==> src/rtl/bus_arbiter_pkg.sv <==
// Shared types and constants for the two-master external bus arbiter.
// Holds the FSM state encoding, master ids and the read-tag record.
// Pure declarations: no logic, no latency.
package bus_arbiter_pkg;

  // Arbiter ownership states (IDLE=0, OWN0=1, OWN1=2)
  typedef enum logic [1:0] {
    IDLE = 2'd0,
    OWN0 = 2'd1,
    OWN1 = 2'd2
  } arb_state_e;

  // Master identifiers
  localparam logic M0 = 1'b0;
  localparam logic M1 = 1'b1;

  // Read tag carried alongside an outstanding read beat
  typedef struct packed {
    logic vld;
    logic id;
  } rd_tag_t;

  // Width of the hold counter; at least one bit so MAX_HOLD=1 still elaborates
  function automatic int hold_cnt_w(input int max_hold);
    return (max_hold > 1) ? $clog2(max_hold) : 1;
  endfunction

  // State owned by a given master id
  function automatic arb_state_e own_state(input logic id);
    return (id == M1) ? OWN1 : OWN0;
  endfunction

endpackage

==> src/rtl/bus_arbiter_rd_tag_pipe.sv <==
// Delay line carrying {valid,id} of each read beat until its data returns.
// Latency: exactly RD_LAT cycles from i_tag to o_tag.
// No backpressure: one entry in and one out every cycle; reset empties it.
module rd_tag_pipe
  import bus_arbiter_pkg::*;
#(
  parameter int RD_LAT = 1
) (
  input  logic    clk,
  input  logic    rst,
  input  rd_tag_t i_tag,
  output rd_tag_t o_tag
);

  rd_tag_t r_pipe [RD_LAT];

  // Shift tags one stage per cycle; reset drops every in-flight tag
  always_ff @(posedge clk) begin
    if (rst) begin
      for (int i = 0; i < RD_LAT; i++) begin
        r_pipe[i] <= '0;
      end
    end else begin
      r_pipe[0] <= i_tag;
      for (int i = 1; i < RD_LAT; i++) begin
        r_pipe[i] <= r_pipe[i-1];
      end
    end
  end

  assign o_tag = r_pipe[RD_LAT-1];

endmodule

==> src/rtl/bus_arbiter.sv <==
// Two-master round-robin arbiter for the external data bus, with hold limit and read-data routing.
// Latency: grant 1 cycle after req (registered FSM); owner then beats 1/cycle; read data RD_LAT after beat.
// Backpressure: a master holds req/addr/wr_rd/wdata until granted; read returns cannot be stalled.
module bus_arbiter
  import bus_arbiter_pkg::*;
#(
  parameter int ADDR_W   = 32,
  parameter int DATA_W   = 32,
  parameter int MAX_HOLD = 4,
  parameter int RD_LAT   = 1
) (
  input  logic              clk,
  input  logic              rst,
  // master 0 (CPU MEM stage)
  input  logic              m0_req,
  input  logic [ADDR_W-1:0] m0_addr,
  input  logic              m0_wr_rd,
  input  logic [DATA_W-1:0] m0_wdata,
  output logic              m0_gnt,
  output logic [DATA_W-1:0] m0_rdata,
  output logic              m0_rvalid,
  // master 1 (DMA / debug loader)
  input  logic              m1_req,
  input  logic [ADDR_W-1:0] m1_addr,
  input  logic              m1_wr_rd,
  input  logic [DATA_W-1:0] m1_wdata,
  output logic              m1_gnt,
  output logic [DATA_W-1:0] m1_rdata,
  output logic              m1_rvalid,
  // external bus
  output logic [ADDR_W-1:0] bus_addr,
  output logic              bus_cs,
  output logic              bus_wr_rd,
  output logic [DATA_W-1:0] bus_wdata,
  input  logic [DATA_W-1:0] bus_rdata
);

  localparam int HOLD_W = hold_cnt_w(MAX_HOLD);
  localparam logic [HOLD_W-1:0] HOLD_LAST = HOLD_W'(MAX_HOLD - 1);

  arb_state_e        r_state;
  logic              r_last;
  logic [HOLD_W-1:0] r_hold;

  arb_state_e        w_state_nxt;
  logic              w_last_nxt;
  logic [HOLD_W-1:0] w_hold_nxt;

  logic              w_owned;
  logic              w_owner_id;
  logic              w_own_req;
  logic              w_oth_req;

  rd_tag_t           w_tag_in;
  rd_tag_t           w_tag_out;

  // Resolve who owns the bus this cycle and whether each side is asking
  always_comb begin
    w_owned    = 1'b0;
    w_owner_id = M0;
    w_own_req  = 1'b0;
    w_oth_req  = 1'b0;
    case (r_state)
      OWN0: begin
        w_owned    = 1'b1;
        w_owner_id = M0;
        w_own_req  = m0_req;
        w_oth_req  = m1_req;
      end
      OWN1: begin
        w_owned    = 1'b1;
        w_owner_id = M1;
        w_own_req  = m1_req;
        w_oth_req  = m0_req;
      end
      default: begin
        w_owned    = 1'b0;
        w_owner_id = M0;
        w_own_req  = 1'b0;
        w_oth_req  = 1'b0;
      end
    endcase
  end

  // Next ownership: round-robin on ties, hand over after MAX_HOLD contended beats
  always_comb begin
    w_state_nxt = r_state;
    w_last_nxt  = r_last;
    w_hold_nxt  = r_hold;
    case (r_state)
      IDLE: begin
        w_hold_nxt = '0;
        if (m0_req && m1_req) begin
          // the master not served most recently wins the tie
          w_state_nxt = (r_last == M0) ? OWN1 : OWN0;
        end else if (m0_req) begin
          w_state_nxt = OWN0;
        end else if (m1_req) begin
          w_state_nxt = OWN1;
        end else begin
          w_state_nxt = IDLE;
        end
      end
      OWN0, OWN1: begin
        if (w_own_req) begin
          if (w_oth_req) begin
            if (r_hold == HOLD_LAST) begin
              // this cycle's beat still completes for the current owner
              w_state_nxt = own_state(~w_owner_id);
              w_hold_nxt  = '0;
              w_last_nxt  = w_owner_id;
            end else begin
              w_hold_nxt = r_hold + HOLD_W'(1);
            end
          end else begin
            // uncontended: owner may stream indefinitely
            w_hold_nxt = '0;
          end
        end else begin
          // owner released (possibly without a beat): pass on or go idle
          w_state_nxt = w_oth_req ? own_state(~w_owner_id) : IDLE;
          w_hold_nxt  = '0;
          w_last_nxt  = w_owner_id;
        end
      end
      default: begin
        w_state_nxt = IDLE;
        w_hold_nxt  = '0;
      end
    endcase
  end

  // Arbitration state register; M1 counts as last served so M0 wins the first tie
  always_ff @(posedge clk) begin
    if (rst) begin
      r_state <= IDLE;
      r_last  <= M1;
      r_hold  <= '0;
    end else begin
      r_state <= w_state_nxt;
      r_last  <= w_last_nxt;
      r_hold  <= w_hold_nxt;
    end
  end

  assign m0_gnt = (r_state == OWN0);
  assign m1_gnt = (r_state == OWN1);

  // Drive the external bus from the owner; everything reads zero when no beat is issued
  always_comb begin
    bus_cs    = w_owned && w_own_req;
    bus_addr  = '0;
    bus_wr_rd = 1'b0;
    bus_wdata = '0;
    if (bus_cs) begin
      if (w_owner_id == M1) begin
        bus_addr  = m1_addr;
        bus_wr_rd = m1_wr_rd;
        bus_wdata = m1_wdata;
      end else begin
        bus_addr  = m0_addr;
        bus_wr_rd = m0_wr_rd;
        bus_wdata = m0_wdata;
      end
    end
  end

  // Every read beat leaves a tag that resurfaces exactly when its data is on bus_rdata
  assign w_tag_in.vld = bus_cs && !bus_wr_rd;
  assign w_tag_in.id  = w_owner_id;

  rd_tag_pipe #(
    .RD_LAT (RD_LAT)
  ) u_rd_tag_pipe (
    .clk   (clk),
    .rst   (rst),
    .i_tag (w_tag_in),
    .o_tag (w_tag_out)
  );

  // Route returning read data only to the master that issued the read
  always_comb begin
    m0_rvalid = w_tag_out.vld && (w_tag_out.id == M0);
    m1_rvalid = w_tag_out.vld && (w_tag_out.id == M1);
    m0_rdata  = m0_rvalid ? bus_rdata : '0;
    m1_rdata  = m1_rvalid ? bus_rdata : '0;
  end

endmodule

==> config.mk <==
export PLATFORM = sky130hd
export DESIGN_NAME = bus_arbiter
export DESIGN_NICKNAME = d
export VERILOG_FILES = /design/src/rtl/bus_arbiter_pkg.sv /design/src/rtl/bus_arbiter_rd_tag_pipe.sv /design/src/rtl/bus_arbiter.sv
export SDC_FILE = /design/constraint.sdc
export NUM_CORES = 1
export LEC_CHECK = 0
export CAP_MARGIN = 20
export CORE_AREA = 2 2 116 118
export CTS_CLUSTER_SIZE = 25
export DETAILED_ROUTE_END_ITERATION = 10
export DIE_AREA = 0 0 118 120
export HOLD_SLACK_MARGIN = 0.15
export MAX_ROUTING_LAYER = met4
export PLACE_DENSITY_LB_ADDON = 0.3
export RECOVER_POWER = 25
export SLEW_MARGIN = 20
export SYNTH_ARGS = -nofsm -noshare
export SYNTH_HDL_FRONTEND = slang
export SYNTH_SLANG_ARGS = --single-unit
==> constraint.sdc <==
create_clock -name clk -period 2.6 [get_ports clk]
set_input_delay 0.52 -clock clk [delete_from_list [all_inputs] [get_ports clk]]
set_output_delay 0.52 -clock clk [all_outputs]
set_load 0.05 [all_outputs]
# After elaboration in Yosys (flattened, before gate mapping)
# Memories as Yosys holds them, arrays and structs flattened.
# Index checks and enable logic that the tools add are counted.
dict set report totals {
  ff_bits 5
  mem_bits_rw 2
  in_bits 166
  output_inout_bits 134
  elab_cells 58
  mem_count 1
}
# name words word_bits rd rd_ports_with_merged_regs write_ports line
set memory_table {}
lappend memory_table {u_rd_tag_pipe.r_pipe 1 2 1 0 1 bus_arbiter_rd_tag_pipe.sv:15} ;# rd_tag_t r_pipe [RD_LAT];
dict set report classes {
  addsub 1
  eq_ne 7
  mux 30
  bitwise_logic 4
  reduce_logical 12
}
# operator count
set op_table {}
lappend op_table {{$mux 32} 6}
lappend op_table {{$mux 2} 10}
lappend op_table {{$mux 1} 11}
lappend op_table {{$ne 3x2->1 const B} 2}
lappend op_table {{$logic_and 1x1->1} 5}
lappend op_table {{$reduce_or 5->1} 1}
lappend op_table {{$eq 2x2->1 const B} 2}
lappend op_table {{$ne 2x1->1 const B} 2}
lappend op_table {{$not 1->1} 4}
lappend op_table {{$pmux 1 s2} 2}
lappend op_table {{$pmux 2 s2} 1}
lappend op_table {{$reduce_or 2->1} 2}
lappend op_table {{$reduce_and 3->1} 1}
lappend op_table {{$add 2x1->2 const B} 1}
lappend op_table {{$eq 2x1->1 const B} 1}
lappend op_table {{$logic_not 2->1} 1}
lappend op_table {{$reduce_and 2->1} 1}
lappend op_table {{$logic_not 1->1} 1}

# Depth between registers and ports, before layout
dict set report logic_depth {
  word_depth 8
  mapped_depth 8
  ltp_nobuf 6
}

# By module
# A second synthesis with hierarchy kept.
dict set report hier_totals {
  cells_unflattened 268
  area_unflattened_um2 1833.0
}
# module n_inst cells_per_inst area_each_um2
set modules_own_cells {}
lappend modules_own_cells {bus_arbiter 1 264 1780.5}
lappend modules_own_cells {rd_tag_pipe 1 4 52.6}

# Worst setup path before layout
# No wires, ideal clock.
dict set report synth_timing {
  kind {flip-flop to output port}
  from {register r_state[0]}
  to {output bus_addr[0]}
  arrival_time_ns 2.288
  required_time_ns 2.080
  path_slack_ns -0.208
  stages_incl_launch_ff 9
  cell_sequence {dfxtp_1 -> inv_1 -> ha_1 -> buf_6 -> a22o_1 -> nand2_1 -> buf_2 -> buf_2 -> nor2_1}
}
dict set report synth_via {
  elab_chain_len 5
}
# element line
set synth_rtl {}
lappend synth_rtl {{start: declaration} bus_arbiter.sv:41} ;# arb_state_e r_state;
lappend synth_rtl {{start signal: assignment} bus_arbiter.sv:140} ;# r_state <= w_state_nxt;
lappend synth_rtl {{$eq 2x2->1 *} n/a}
lappend synth_rtl {{named net m1_gnt} bus_arbiter.sv:27} ;# output logic m1_gnt,
lappend synth_rtl {{$reduce_or 2->1 (no line)} n/a}
lappend synth_rtl {{$mux 1} bus_arbiter.sv:63} ;# case (r_state)
lappend synth_rtl {{$logic_and 1x1->1} bus_arbiter.sv:151} ;# bus_cs = w_owned && w_own_req;
lappend synth_rtl {{$mux 32 *} bus_arbiter.sv:155} ;# if (bus_cs) begin
lappend synth_rtl {{end: declaration} bus_arbiter.sv:31} ;# output logic [ADDR_W-1:0] bus_addr,
# The timed path passes the listed nets; every way through them passes the cells marked *.

# Final worst setup path
dict set report layout_timing {
  from {register r_state[1]}
  to {output bus_addr[30]}
}
dict set report layout_via {
  elab_chain_len 5
}
# element line
set layout_rtl {}
lappend layout_rtl {{$eq 2x1->1 or $eq 2x2->1 (tied branches)} bus_arbiter.sv:63}
lappend layout_rtl {{$reduce_or 2->1 (no line)} n/a}
lappend layout_rtl {{$mux 1} bus_arbiter.sv:63}
lappend layout_rtl {{$logic_and 1x1->1} bus_arbiter.sv:151}
lappend layout_rtl {{$mux 32 *} bus_arbiter.sv:155}
# Every way passes the cells marked *; elsewhere a longest branch is shown, timed or not.

==> reports/results.ini <==
[global_route]
grt_overflow=0
grt_pass1_vias=3103
grt.total_usage=0.1432
grt_pass1_wl_mm=16.10
antenna_found_initial=0
grt_max_degree=36

[placement]
port_buffers=299
dpl_cell_area_um2=6076
hpwl_mm=9.491
gp_congestion=0.9160

[setup_path]
arrival_ns=1.95
critPathBufInv=3
critPathCaptureType=output port
cpPeakStageDelay_ns=0.42
cp_cell_sequence=inv_1 -> ha_1 -> nand2_2 -> buf_4 -> nor2_1 -> buf_12
critPathLaunchType=register
crit_fanout=13
crit_slowest_cell=ha_1
cp_top_family=buffers and inverters
critPathRequiredTime_ns=2.08
worstSetupPathType=register to output port

[clock_tree]
cts_tree=built
cts_buffers=3
post_cts_buffers=0
cts.sinks=7
root_buffer=clkbuf_16
clk_path_buf_depth=2
cts_resized=0
ctsHoldBuffers=0
htreeDepth=1
clock_latency_ns=0.23
clk_pin_slew_ns=0.04

[route]
drt_iter0_markers=83
vias=3061
wl_per_cell_um=14.55
viasPerCell=4.153
wl_met3_mm=1.064
met1_length_mm=3.881
wl_met2_mm=5.628
first_pass_iters=4
ant_nets=0
drcViolationCount=0
top_layer=met4
drt-total-wl_mm=10.73

[timing]
whs_ns=0.4232
finalHoldViolCount=0
max_freq_mhz=404.3
maxSlewViolCount=0
min_period_over_period=0.9514
worst_pin_slew_ns=0.6224
rsz0062_at_grt=no
final-setup-viol-count=0
maxSlewHeadroom=0.5869
clock_skew_ns=0.001876
min_period_ns=2.474

[synthesis]
yosysTopAreaCell=mux2i_1
synthAdderAreaFrac=0.03422
ys_types=26
yosys-top-cells-count=68 x nor2_1, 65 x mux2i_1, 34 x and2_1, 34 x and3_1, 11 x clkbuf_1
yosys_warnings=0
postSynthAreaPerCell_um2=6.872
synthMuxAreaShare=0.3559
post-synth-top-count-cell=nor2_1
synth_xor_area_frac=0
mappedNetlistArea_um2=1828
ys_async_sr_fraction=0
synth_top_family_by_area=simple AND/OR/NAND/NOR gates
seq_area_frac_synth=0.07666
synth_nets=437
yosys-top-cells-area=mux2i_1 36%, nor2_1 14%, and2_1 12%
synth_top_area_frac=0.3559
synth_enable_flop_cells=0
ys.flop_type=dfxtp_1
syn_inst=266
ys_seq_elements=7
synth-compound-area-share=0.04997
synth-simple-area-share=0.4066

[layout]
area_growth_pct=230.2
drive_gt1_frac=0.2727
fin_area_um2=6036
nNetsFinal=733
num_antenna_cells=0

[worst_hold_path]
hp-class=register to register

[run]
drv_cap=0

[pwr]
peakVddDrop_uv=219.5
power_leakage_nw=2.365
power_density_nw_per_um2=203.1

[floorplanning]
core_area_um2=12980
die_w_um=118
start_util=0.1408
die-area_um2=14160
std_cell_rows=42
die_h_um=120
io_pins=300

[run_status]
outcome=complete, no violations

-- power breakdown --
part | internal, mW | switching [mW] | total [mW]
Combinational | 0.475 | 0.369 | 0.843
Sequential | 0.115 | 0.00650 | 0.122
Clock | 0.204 | 0.0569 | 0.261
Total | 0.794 | 0.432 | 1.23
-- registers in the layout, indices dropped and copies added, names as in the netlist --
name and count:
u_rd_tag_pipe.r_pipe 2, r_state 2, r_hold 2, r_last 1
-- routing by layer --
| layer | global-route usage | vias to the layer above |
|---|---|---|
| met2 | 0.2627 | 184 |
| met5 | - | - |
| li1 | - | 1493 |
| met1 | 0.1543 | 1372 |
| met3 | 0.04325 | 12 |
| met4 | 0.02485 | 0 |
-- cell usage in the layout (no fill, tap or decap), drive strengths merged --
cell,instances
a22oi,1
mux2i,65
inv,5
nand2,5
a211o,2
ha,5
a22o,2
o2111ai,1
nand3,1
clkbuf,36
dfxtp,7
and2,34
and3,34
a2111o,1
a21oi,2
nor4,1
nor2b,2
buf,116
nand2b,2
nor2,68
clkdlybuf4s50,167
nor3b,1
o21ai,3
-- cells by family (layout without fill, tap and decap cells) --
family          count (synthesis)  after routing
buf+inv                        29            324
mux                            65             65
flops                           7              7
compound gates                 12             12
simple gates                  148            148
fa+ha+maj                       5              5
-- layout make-up --
class | count | area [um^2]
flip-flops and latches | 7 | 140.1
clock buffers | 4 | 78.83
fillers | 1294 | 6944
well taps | 176 | 220.2
repair buffers | 315 | 3940
multi-input cells | 230 | 1638
inverters | 5 | 18.77
-- final timing paths --
check        cells past startpoint  slack (ns)  startpoint           end
max                              6        0.13  r_state[1]  bus_addr[30]
min                              1        0.42   r_hold[0]     r_hold[0]
max reg2reg                      8        0.46  r_state[0]        r_last
min reg2reg                      1        0.42   r_hold[0]     r_hold[0]
-- stage by stage --
step	total power, mW	util	TNS (ns)	worst slack, ns	std cells
floorplan	0.4937	-	-6.260	-0.2077	266
global placement	0.9632	0.4681	0	0.1394	733
detailed placement	0.9743	0.4681	0	0.1370	733
CTS	1.241	0.4742	0	0.1045	737
global route	1.289	0.4650	0	0.005084	737
finish	1.226	0.4650	0	0.1263	737
(Power assumes the default switching activity.)
